## src/rtl/temporizador_irrigacao_pkg.sv

```systemverilog
// Shared types for the irrigation countdown timer: FSM encoding,
// BCD limits and the MM:SS digit bundle with its helpers.
package temporizador_irrigacao_pkg;

  localparam int DIG_W = 4;

  localparam logic [DIG_W-1:0] MAX_UNID    = 4'd9;
  localparam logic [DIG_W-1:0] MAX_DEZ_SEG = 4'd5;

  localparam logic [1:0] OCIOSO   = 2'd0;
  localparam logic [1:0] CONTANDO = 2'd1;
  localparam logic [1:0] PAUSADO  = 2'd2;
  localparam logic [1:0] FIM      = 2'd3;

  typedef struct packed {
    logic [DIG_W-1:0] dm;
    logic [DIG_W-1:0] um;
    logic [DIG_W-1:0] ds;
    logic [DIG_W-1:0] us;
  } tempo_t;

  function automatic logic preset_valido(
    input tempo_t t
  );
    return (t.dm <= MAX_UNID) &&
           (t.um <= MAX_UNID) &&
           (t.ds <= MAX_DEZ_SEG) &&
           (t.us <= MAX_UNID);
  endfunction

  function automatic logic eh_zero(
    input tempo_t t
  );
    return t == '0;
  endfunction

  // One-second BCD borrow chain, seconds first.
  function automatic tempo_t decrementa(
    input tempo_t t
  );
    tempo_t r;
    r = t;
    if (t.us != '0) begin
      r.us = t.us - 4'd1;
    end else begin
      r.us = MAX_UNID;
      if (t.ds != '0) begin
        r.ds = t.ds - 4'd1;
      end else begin
        r.ds = MAX_DEZ_SEG;
        if (t.um != '0) begin
          r.um = t.um - 4'd1;
        end else begin
          r.um = MAX_UNID;
          r.dm = t.dm - 4'd1;
        end
      end
    end
    return r;
  endfunction

endpackage

```

## src/rtl/temporizador_irrigacao_divisor_tick.sv

```systemverilog
// Prescaler producing a one-cycle tick every CLK_FREQ enabled cycles;
// holds its count while disabled so a paused countdown resumes in place.
module divisor_tick #(
  parameter int CLK_FREQ = 50000000
) (
  input  logic clk,
  input  logic rst_n,
  input  logic en_i,
  input  logic clr_i,
  output logic tick_o
);

  localparam int CW =
    (CLK_FREQ > 2) ? $clog2(CLK_FREQ) : 1;
  localparam logic [CW-1:0] MAXV =
    CW'(CLK_FREQ - 1);

  logic [CW-1:0] cnt_q;
  logic [CW-1:0] cnt_d;

  always_comb begin
    cnt_d = cnt_q;
    if (clr_i) begin
      cnt_d = '0;
    end else if (en_i) begin
      if (cnt_q == MAXV) begin
        cnt_d = '0;
      end else begin
        cnt_d = cnt_q + CW'(1);
      end
    end
  end

  assign tick_o = en_i && !clr_i &&
                  (cnt_q == MAXV);

  always_ff @(posedge clk or negedge rst_n) begin
    if (!rst_n) begin
      cnt_q <= '0;
    end else begin
      cnt_q <= cnt_d;
    end
  end

endmodule

```

## src/rtl/temporizador_irrigacao.sv

```systemverilog
// Irrigation countdown timer: loads an MM:SS BCD preset, opens the
// valve and counts down to 00:00 at 1 Hz with pause and abort.
module temporizador_irrigacao
  import temporizador_irrigacao_pkg::*;
#(
  parameter int CLK_FREQ = 50000000
) (
  input  logic             clk,
  input  logic             rst_n,
  input  logic             iniciar,
  input  logic             pausar,
  input  logic             parar,
  input  logic [DIG_W-1:0] dez_minutopreset,
  input  logic [DIG_W-1:0] unid_minutopreset,
  input  logic [DIG_W-1:0] dez_segundopreset,
  input  logic [DIG_W-1:0] unid_segundopreset,
  output logic [DIG_W-1:0] dez_minuto,
  output logic [DIG_W-1:0] unid_minuto,
  output logic [DIG_W-1:0] dez_segundo,
  output logic [DIG_W-1:0] unid_segundo,
  output logic             valvula,
  output logic             ocupado,
  output logic             fim,
  output logic             erro_preset
);

  logic [1:0] state_q, state_d;
  tempo_t     tempo_q, tempo_d;
  logic       valvula_q, valvula_d;
  logic       ocupado_q, ocupado_d;
  logic       fim_q, fim_d;
  logic       erro_q, erro_d;

  tempo_t preset;
  tempo_t tempo_dec;
  logic   carregar;
  logic   conta_en;
  logic   tick;

  assign preset = {dez_minutopreset,
                   unid_minutopreset,
                   dez_segundopreset,
                   unid_segundopreset};

  assign tempo_dec = decrementa(tempo_q);

  // Abort and pause both win over a coincident tick.
  assign conta_en = (state_q == CONTANDO) &&
                    !parar && !pausar;

  divisor_tick #(
    .CLK_FREQ (CLK_FREQ)
  ) u_div (
    .clk    (clk),
    .rst_n  (rst_n),
    .en_i   (conta_en),
    .clr_i  (carregar),
    .tick_o (tick)
  );

  always_comb begin
    state_d  = state_q;
    tempo_d  = tempo_q;
    fim_d    = 1'b0;
    erro_d   = 1'b0;
    carregar = 1'b0;
    unique case (state_q)
      OCIOSO: begin
        if (!parar && iniciar) begin
          if (!preset_valido(preset)) begin
            erro_d = 1'b1;
          end else if (eh_zero(preset)) begin
            tempo_d = '0;
            state_d = FIM;
          end else begin
            tempo_d  = preset;
            state_d  = CONTANDO;
            carregar = 1'b1;
          end
        end
      end
      CONTANDO: begin
        if (parar) begin
          state_d = OCIOSO;
        end else if (pausar) begin
          state_d = PAUSADO;
        end else if (tick) begin
          tempo_d = tempo_dec;
          if (eh_zero(tempo_dec)) begin
            state_d = FIM;
          end
        end
      end
      PAUSADO: begin
        if (parar) begin
          state_d = OCIOSO;
        end else if (!pausar) begin
          state_d = CONTANDO;
        end
      end
      FIM: begin
        fim_d   = 1'b1;
        state_d = OCIOSO;
      end
      default: begin
        state_d = OCIOSO;
      end
    endcase
  end

  assign valvula_d = (state_d == CONTANDO);
  assign ocupado_d = (state_d == CONTANDO) ||
                     (state_d == PAUSADO);

  always_ff @(posedge clk or negedge rst_n) begin
    if (!rst_n) begin
      state_q   <= OCIOSO;
      tempo_q   <= '0;
      valvula_q <= 1'b0;
      ocupado_q <= 1'b0;
      fim_q     <= 1'b0;
      erro_q    <= 1'b0;
    end else begin
      state_q   <= state_d;
      tempo_q   <= tempo_d;
      valvula_q <= valvula_d;
      ocupado_q <= ocupado_d;
      fim_q     <= fim_d;
      erro_q    <= erro_d;
    end
  end

  assign dez_minuto   = tempo_q.dm;
  assign unid_minuto  = tempo_q.um;
  assign dez_segundo  = tempo_q.ds;
  assign unid_segundo = tempo_q.us;
  assign valvula      = valvula_q;
  assign ocupado      = ocupado_q;
  assign fim          = fim_q;
  assign erro_preset  = erro_q;

endmodule

```

## config.mk

```make
export PLATFORM = sky130hd
export DESIGN_NAME = temporizador_irrigacao
export DESIGN_NICKNAME = d
export VERILOG_FILES = /design/src/rtl/temporizador_irrigacao_pkg.sv /design/src/rtl/temporizador_irrigacao_divisor_tick.sv /design/src/rtl/temporizador_irrigacao.sv
export SDC_FILE = /design/constraint.sdc
export NUM_CORES = 1
export LEC_CHECK = 0
export ABC_AREA = 1
export CAP_MARGIN = 30
export CORE_AREA = 3 3 77 79
export CTS_CLUSTER_DIAMETER = 40
export DETAILED_ROUTE_END_ITERATION = 10
export DIE_AREA = 0 0 80 82
export PLACE_DENSITY = 0.85
export SKIP_CTS_REPAIR_TIMING = 1
export SYNTH_ARGS = -nofsm -noshare
export SYNTH_HDL_FRONTEND = slang
export SYNTH_SLANG_ARGS = --single-unit
```

## constraint.sdc

```tcl
create_clock -name clk -period 5.1 [get_ports clk]
set_clock_uncertainty 0.2 [all_clocks]
set_input_delay 1.02 -clock clk [delete_from_list [all_inputs] [get_ports clk]]
set_output_delay 1.02 -clock clk [all_outputs]
set_load 0.1 [all_outputs]
```

==> Word level (Yosys, flattened, before mapping) <==
Cells that the tools add are included.
Widths: inputs -> output; s select.
{ "word_totals": {"register_bits": 48, "in_bits": 21, "out_inout_bits": 20, "wordCells": 85} }
{ "classes": {"addsub": 5, "n_lt_le_gt_ge": 4, "eq_ne": 11, "mux": 34, "n_reduce_logical": 21} }
{ "ops": {"columns": ["operator", "n"], "rows": [
  ["$mux 16", 6],
  ["$mux 26", 3],
  ["$logic_not 16->1", 2],
  ["$pmux 16 s2", 1],
  ["$add 26x1->26 const B", 1],
  ["$eq 26x26->1 const B", 1],
  ["$mux 2", 9],
  ["$mux 4", 4],
  ["$sub 4x1->4 const B", 4],
  ["$le 4x4->1 const B", 3],
  ["$mux 12", 1],
  ["$reduce_bool 4->1", 3],
  ["$ne 2x2->1 const B", 5],
  ["$logic_and 1x1->1", 8],
  ["$mux 1", 8],
  ["$mux 8", 1],
  ["$pmux 2 s4", 1],
  ["$eq 2x2->1 const B", 3],
  ["$reduce_and 6->1", 1],
  ["$eq 2x1->1 const B", 2],
  ["$le 4x3->1 const B", 1],
  ["$reduce_bool 2->1", 2],
  ["$logic_not 1->1", 3],
  ["$logic_not 2->1", 1],
  ["$logic_or 1x1->1", 1]
]} }

==> Depth between registers and ports, before layout <==
Gate-level depths: netlist (run 1).
{ "logic_depth": {"depth_word": 16, "depth_mapped": 16} }

==> By module <==
From an unflattened synthesis (run 1), not the netlist that was laid out.
{ "unflattened": {"hier_cells": 453, "hier_area_um2": 3241.9} }
{ "modules_own_cells": {"columns": ["module", "n_inst", "cells_per_inst", "area_each_um2", "seq_area_each_um2"], "rows": [
  ["divisor_tick", 1, 233, 1721.7, 650.6],
  ["temporizador_irrigacao", 1, 220, 1520.2, 550.5]
]} }

==> Worst setup path after synthesis (run 1) <==
No wires, ideal clock.
{ "synth_path": {"kind": "flip-flop to flip-flop", "start": "register tempo_q (netlist bit unid_segundo[0])", "end": "register ocupado_q (netlist: ocupado)", "setup_time_ns": 0.113, "arrival_ns": 2.240, "required_ns": 4.787, "path_slack_ns": 2.548, "stages_incl_launch_ff": 16, "path_buffers": 0, "path_cell_list": "dfrtp_1 > nor2_2 > nand2_2 > inv_1 > nand2_1 > nand2_1 > o21ai_1 > nand2_1 > nor2_1 > nand2_1 > nand2_1 > nand2_1 > nand2_1 > nand2_1 > ha_1 > inv_1"} }
{ "synth_via": {"elab_chain_cells": 10, "elab_cells_between_ends": 13, "classes_between": "add/sub: 1; eq/ne: 2; mux: 7; reduce/logical: 3"} }
{ "synth_lines": {"columns": ["item", "line", "source"], "rows": [
  ["from (decl)", "temporizador_irrigacao.sv:28", "tempo_t tempo_q, tempo_d;"],
  ["from (signal assigned)", "temporizador_irrigacao.sv:125", "tempo_q <= tempo_d;"],
  ["$sub 4x1->4 or $reduce_bool 4->1 (tied branches)", "temporizador_irrigacao_pkg.sv:44, temporizador_irrigacao_pkg.sv:43", null],
  ["$mux 4 or $mux 12 (tied branches)", "temporizador_irrigacao_pkg.sv:43", "if (t.us != '0) begin"],
  ["$logic_not 16->1 (*)", "temporizador_irrigacao_pkg.sv:34", "return t == '0;"],
  ["$mux 2 (*)", "temporizador_irrigacao.sv:89", "if (eh_zero(tempo_dec)) begin"],
  ["$mux 2 (*)", "temporizador_irrigacao.sv:87", "end else if (tick) begin"],
  ["$mux 2 (*)", "temporizador_irrigacao.sv:85", "end else if (pausar) begin"],
  ["$mux 2 (*)", "temporizador_irrigacao.sv:83", "if (parar) begin"],
  ["$pmux 2 s4 (*)", "temporizador_irrigacao.sv:67", "unique case (state_q)"],
  ["$eq 2x1->1 or $eq 2x2->1 (tied branches)", "temporizador_irrigacao.sv:112, temporizador_irrigacao.sv:113", null],
  ["$logic_or 1x1->1 (*)", "temporizador_irrigacao.sv:112", "assign ocupado_d = (state_d == CONTANDO) ||"],
  ["named net ocupado_d", "temporizador_irrigacao.sv:30", "logic ocupado_q, ocupado_d;"],
  ["to (signal assigned)", "temporizador_irrigacao.sv:127", "ocupado_q <= ocupado_d;"],
  ["to (decl)", "temporizador_irrigacao.sv:30", null]
]} }
Mark *: on every way through the listed nets, which the timed path passes. The rest lies on a longest branch.
A chain may end at the register's enable or synchronous reset.

==> Worst setup path in the final report (run 1) <==
{ "layout_path": {"start": "register tempo_q (netlist bit unid_segundo[0])", "end": "output unid_segundo[0]"} }
{ "layout_rtl": {"columns": ["item", "line", "source"], "rows": [
  ["to (decl)", "temporizador_irrigacao.sv:20", "output logic [DIG_W-1:0] unid_segundo,"]
]} }
No word-level cell between the ends.

==> impl_metrics.tcl, run 1 <==
set metrics [dict create \
    status "finished, final reports clean" \
    gr-total-overflow 0 \
    crit_family "buffers and inverters" \
    drtPass1Iterations 5 \
    crit_path_cell_trace "clkdlybuf4s50_1" \
    multiInputGateArea_sq_um 1640 \
    initial_core_util_pct 58.1 \
    dieArea_sq_um 6560 \
    antenna_cells 0 \
    cts-root-buf "clkbuf_8" \
    vdd_drop_max_mv 0.478 \
    rsz0062_at_grt "false" \
    post-route-min-period_ns 3.14 \
    fin_crit_sh_pct 61.6 \
    drt_iter0_markers 215 \
    cp.depth 1 \
    core-area_sq_um 5410 \
    min_path_type "reg2reg" \
    fmax_mhz 318 \
    fin_setup_tns_ns 0 \
    crit_type "reg2out" \
    grt_usage_pct 24.0 \
    synthTopCellsByArea "dfrtp_1 (38%), nand2_1 (15%), inv_1 (7.2%)" \
    ios 41 \
    cts_tree "done" \
    rows 27 \
    drcViolationCount 0 \
    grt_max_degree 32 \
    final-max-slew-violation-count 0 \
    place_area_sq_um 3590 \
    die_w_um 80 \
    synth.avg_cell_area_sq_um 7.06 \
    num_vias 3028 \
    dp_hpwl_mm 5.64 \
    max_slew_margin_pct 33.5 \
    drive_gt1_share_pct 8.45 \
    path_clk_slew_ns 0.09 \
    gp_congestion 0.888 \
    grt_pass1_wl_mm 12.6 \
    synth_cells 445 \
    cts_buffers 5 \
    clock_sinks 48 \
    route.antenna.remaining_nets 0 \
    seq_area_sq_um 1200 \
    clk_latency_ns 0.31 \
    die_h_um 82 \
    holdWs_ns 0.337 \
    routed_wl_mm 7.38 \
    htree_levels 2 \
    io_buffers 40 \
    synth_area_leader_cell "dfrtp_1" \
    antenna_found_initial 0 \
    synth.distinct_cells 33 \
    cp_slowest_cell "clkdlybuf4s50_1" \
    final_area_sq_um 3710 \
    cp_max_fo 5 \
    area_growth_pct 18.2 \
    endpoint_kind "output port" \
    crit_arrival_ns 1.92 \
    nFillCells 477 \
    avgViaCountPerCell 5.44 \
    whs_path_depth 2 \
    drt-wirelength-per-cell_um 13.3 \
    syn_nets 469 \
    rr_worst_depth 12 \
    cts_max_path_buffers 2 \
    p_leak_nw 1.71 \
    syn-cell-area_sq_um 3140 \
    drv_cap 0 \
    ys_seq_area_share_pct 38.2 \
    synth_seq_cells 48 \
    worst_slew_pin_slew_ns 0.994 \
    final_nets 508 \
    crit_path_max_incr_delay_ns 1.17 \
    yosys_warnings 0 \
    worstSetupStartpointType "flip-flop" \
    worst-path-buf-inv 1 \
    hold_viol_final 0 \
    grt_pass1_vias 2837 \
    synthDominantCellAreaShare_pct 38.2 \
    p_per_area_nw_per_um2 432 \
    setup_violations 0 \
    crit_required_ns 3.88 \
]
placed cells by master, fill, tap and decap left out, drive strengths merged:
cell type and n:
nor4 8, nand2 132, a21oi 5, xnor2 5, nand3 19, nor2 57
o22ai 9, nor3 10, o211ai 1, bufinv 1, clkinv 1, clkbuf 6
nand4 6, o31ai 1, inv 65, buf 2, xor2 13, ha 3
clkdlybuf4s50 39, a31oi 7, o21ai 47, dfrtp 48
sequential cells by signal (all words and copies together) (netlist names):
signal / cells
valvula: 1
dez_segundo: 4
unid_segundo: 4
erro_preset: 1
ocupado: 1
u_div.cnt_q: 26
dez_minuto: 4
unid_minuto: 4
fim: 1
state_q: 2
synth_stat cells, drive strengths merged:
cell type    n
o211ai       1
inv         65
nor4         8
nand3       19
xor2        13
o22ai        9
ha           3
buf          6
clkbuf       3
nor3        10
o21ai       47
dfrtp       48
a31oi        7
nand2      132
nor2        57
a21oi        5
nand4        6
xnor2        5
o31ai        1
power breakdown:
part | internal (W) | leakage (nW) | switching [W]
clock | 0.000160 | 0.0614 | 0.000131
combinational | 0.000190 | 1.03 | 0.000559
sequential | 0.000471 | 0.615 | 0.0000942
total | 0.000822 | 1.71 | 0.000784
layer usage:
layer | global-route usage (%) | share of wire [%]
met1 | 31.2 | 46
met3 | 4.61 | 4.8
met4 | 7.43 | 1.9
met5 | 0 | 0
met2 | 40.6 | 47
worst paths after layout:
path | start | to | slack (ns)
setup / recovery | unid_segundo[0] | unid_segundo[0] | 1.96
hold / removal | state_q[0] | fim | 0.34
setup reg to reg | state_q[1] | ocupado | 2.62
hold reg to reg | state_q[0] | fim | 0.34
max in group asynchronous | rst_n | u_div.cnt_q[23] | 3.71
min in group asynchronous | rst_n | unid_minuto[1] | 0.46
kinds of logic after synthesis:
kind of cell             count (synthesis)  share of synthesized area (%)
AO/OA/AOI/OAI                           70                           12.1
flip-flops                              48                           38.2
XOR/XNOR                                18                           5.02
adder cells (fa/ha/maj)                  3                           1.19
buffers and inverters                   74                           9.52
AND/OR/NAND/NOR                        232                           34.0
final cells by class:
cell class	instances	area share [%]
clock buffers	6	2.22
clock inverters	2	1.04
inverters	65	6.57
multi-input cells	323	44.2
flip-flops and latches	48	32.3
well taps	72	2.43
repair buffers	41	11.2
per-stage QoR:
step | utilization [%] | total power, W | setup slack, ns | cells
global placement | 66.1 | 0.00130 | 1.79 | 548
floorplan | - | 0.00112 | 2.55 | 445
detailed placement | 66.5 | 0.00132 | 1.76 | 549
finish | 68.7 | 0.00161 | 1.96 | 557
CTS | 68.7 | 0.00161 | 1.96 | 557
global route | 68.7 | 0.00170 | 1.90 | 557
(Power assumes the default switching activity.)
==> run 2, diff against run 1 <==
--- a/config.mk
+++ b/config.mk
@@ -7,11 +7,11 @@
 export LEC_CHECK = 0
 export ABC_AREA = 1
 export CAP_MARGIN = 30
-export CORE_AREA = 3 3 77 79
+export CORE_AREA = 3 3 84 86
 export CTS_CLUSTER_DIAMETER = 40
 export DETAILED_ROUTE_END_ITERATION = 10
-export DIE_AREA = 0 0 80 82
-export PLACE_DENSITY = 0.85
+export DIE_AREA = 0 0 87 89
+export PLACE_DENSITY = 0.76
 export SKIP_CTS_REPAIR_TIMING = 1
 export SYNTH_ARGS = -nofsm -noshare
 export SYNTH_HDL_FRONTEND = slang
==> constraint.sdc (replaced) <==
create_clock -name clk -period 2.8 [get_ports clk]
set_clock_uncertainty 0.2 [all_clocks]
set_input_delay 0.56 -clock clk [delete_from_list [all_inputs] [get_ports clk]]
set_output_delay 0.56 -clock clk [all_outputs]
set_load 0.1 [all_outputs]
==> impl_metrics.tcl, run 2 (synthesized netlist as in run 1, its figures left out) <==
set metrics [dict create \
    drtPass1Iterations 5 \
    path_clk_slew_ns 0.09 \
    p_leak_nw 1.76 \
    endpoint_kind "flip-flop" \
    cts_max_path_buffers 2 \
    cts_tree "done" \
    crit_family "simple AND/OR/NAND/NOR gates" \
    crit_path_max_incr_delay_ns 0.58 \
    drt-wirelength-per-cell_um 13.3 \
    core-area_sq_um 6350 \
    rows 29 \
    top_register "u_div.cnt_q" \
    cts_buffers 5 \
    dieArea_sq_um 7740 \
    ios 41 \
    grt_usage_pct 21.2 \
    final-max-slew-violation-count 0 \
    worst-path-buf-inv 1 \
    antenna_found_initial 0 \
    io_buffers 40 \
    drt_iter0_markers 211 \
    gr-total-overflow 0 \
    route.antenna.remaining_nets 0 \
    vdd_drop_max_mv 0.725 \
    worst_slew_pin_slew_ns 0.769 \
    r2r_slack_ns 0.40 \
    mostFrequentLayoutCell "nand2_1" \
    die_w_um 87 \
    max_slew_margin_pct 48.5 \
    antenna_cells 0 \
    final_core_util_pct 58.2 \
    hold_viol_final 0 \
    area_growth_pct 17.7 \
    dp_hpwl_mm 5.84 \
    initial_core_util_pct 49.5 \
    drcViolationCount 0 \
    htree_levels 2 \
    status "finished, final reports clean" \
    worstSetupStartpointType "primary input" \
    avgViaCountPerCell 5.33 \
    rsz0062_at_grt "false" \
    grt_max_degree 32 \
    gp_congestion 0.901 \
    r2r_end "ocupado" \
    grt_pass1_vias 2906 \
    final_nets 515 \
    cp_max_fo 11 \
    cts-root-buf "clkbuf_8" \
    startpoint "unid_segundopreset[1]" \
    crit_required_ns 2.81 \
    mostFrequentLayoutCells "nand2_1 (124), inv_1 (60), nor2_1 (48), dfrtp_1 (48), o21ai_0 (38)" \
    fmax_mhz 402 \
    p_per_area_nw_per_um2 762 \
    post-route-min-period_ns 2.49 \
    crit_arrival_ns 2.50 \
    holdWs_ns 0.0495 \
    rr_worst_depth 14 \
    drive_gt1_share_pct 13.8 \
    largest_reg_flops 26 \
    clock_sinks 48 \
    fin_crit_sh_pct 88.8 \
    stdcell_count 569 \
    cp_slowest_cell "nor2_1" \
    routed_wl_mm 7.57 \
    die_h_um 89 \
    crit_path_cell_trace "clkdlybuf4s50_1 > nor2_1 > nand2_1 > nor4_1 > nand3_1 > nand2_1 > nor2_1 > nor2_1 > nand2_1 > o21ai_0" \
    r2r_start "unid_segundo[0]" \
    setup_violations 0 \
    clk_latency_ns 0.31 \
    drv_cap 0 \
    num_vias 3035 \
    dp_cells 561 \
    grt_pass1_wl_mm 13.2 \
    min_path_type "in2async" \
    crit_type "in2reg" \
]
## run 2: changes by cell type in the layout (fill, tap and decap cells not counted)
cell,before,now
buf_4,0,27
clkdlybuf4s50_1,39,19
bufinv_16,1,0
clkinv_2,0,1
clkinv_4,1,0
inv_6,0,1
## run 2: worst max-delay path by stage
stage                            endpoint  slack (ns)  cells after the start
after detailed placement  u_div.cnt_q[25]       -0.02                     10
after floorplan                   ocupado        0.25                     15
after CTS                 u_div.cnt_q[25]        0.30                     10
after global routing      u_div.cnt_q[17]        0.04                      8
final                     u_div.cnt_q[25]        0.31                     10
after global placement    u_div.cnt_q[14]        0.06                      8
## run 2: area by class of cell
cell class                 instances  area [sq um]
tap                               77          96.3
clock buffer                       6          82.6
sequential                        48          1200
multi-input combinational        323          1640
timing repair buffer              48           418
clock inverter                     2          13.8
inverter                          65           244
fill                             613          2650
## run 2: worst register-to-register path: cells and delay by family, from the launching register on
family / cells / cell delay, ns
AO/OA/AOI/OAI: 1 / 0.18
buffers and inverters: 2 / 0.21
adder cells (fa/ha/maj): 1 / 0.28
AND/OR/NAND/NOR: 10 / 0.98
flip-flops: 1 / 0.45
## run 2: routing by layer
metal / track usage (%) / up-vias / part of all wire (%)
li1: - / 1519 / -
met1: 28.1 / 1423 / 45
met2: 35.9 / 84 / 49
met3: 3.69 / 9 / 4.9
met4: 5.52 / 0 / 0.98
met5: 0 / - / 0
## run 2: where the power goes
part,switching (W),internal (W),leakage [nW]
combinational,0.00102,0.000322,1.09
clock,0.000247,0.000202,0.0516
sequential,0.000172,0.000858,0.615
total,0.00144,0.00138,1.76
## run 2: per-stage QoR
stage / setup slack (ns) / power, W / cell area (sq um) / TNS [ns]
after floorplan: 0.248 / 0.00205 / 3140 / 0
after detailed placement: -0.0229 / 0.00238 / 3600 / -0.0391
final: 0.315 / 0.00282 / 3700 / 0
after global placement: 0.0646 / 0.00235 / 3600 / 0
after CTS: 0.295 / 0.00283 / 3700 / 0
after global routing: 0.0415 / 0.00299 / 3700 / 0
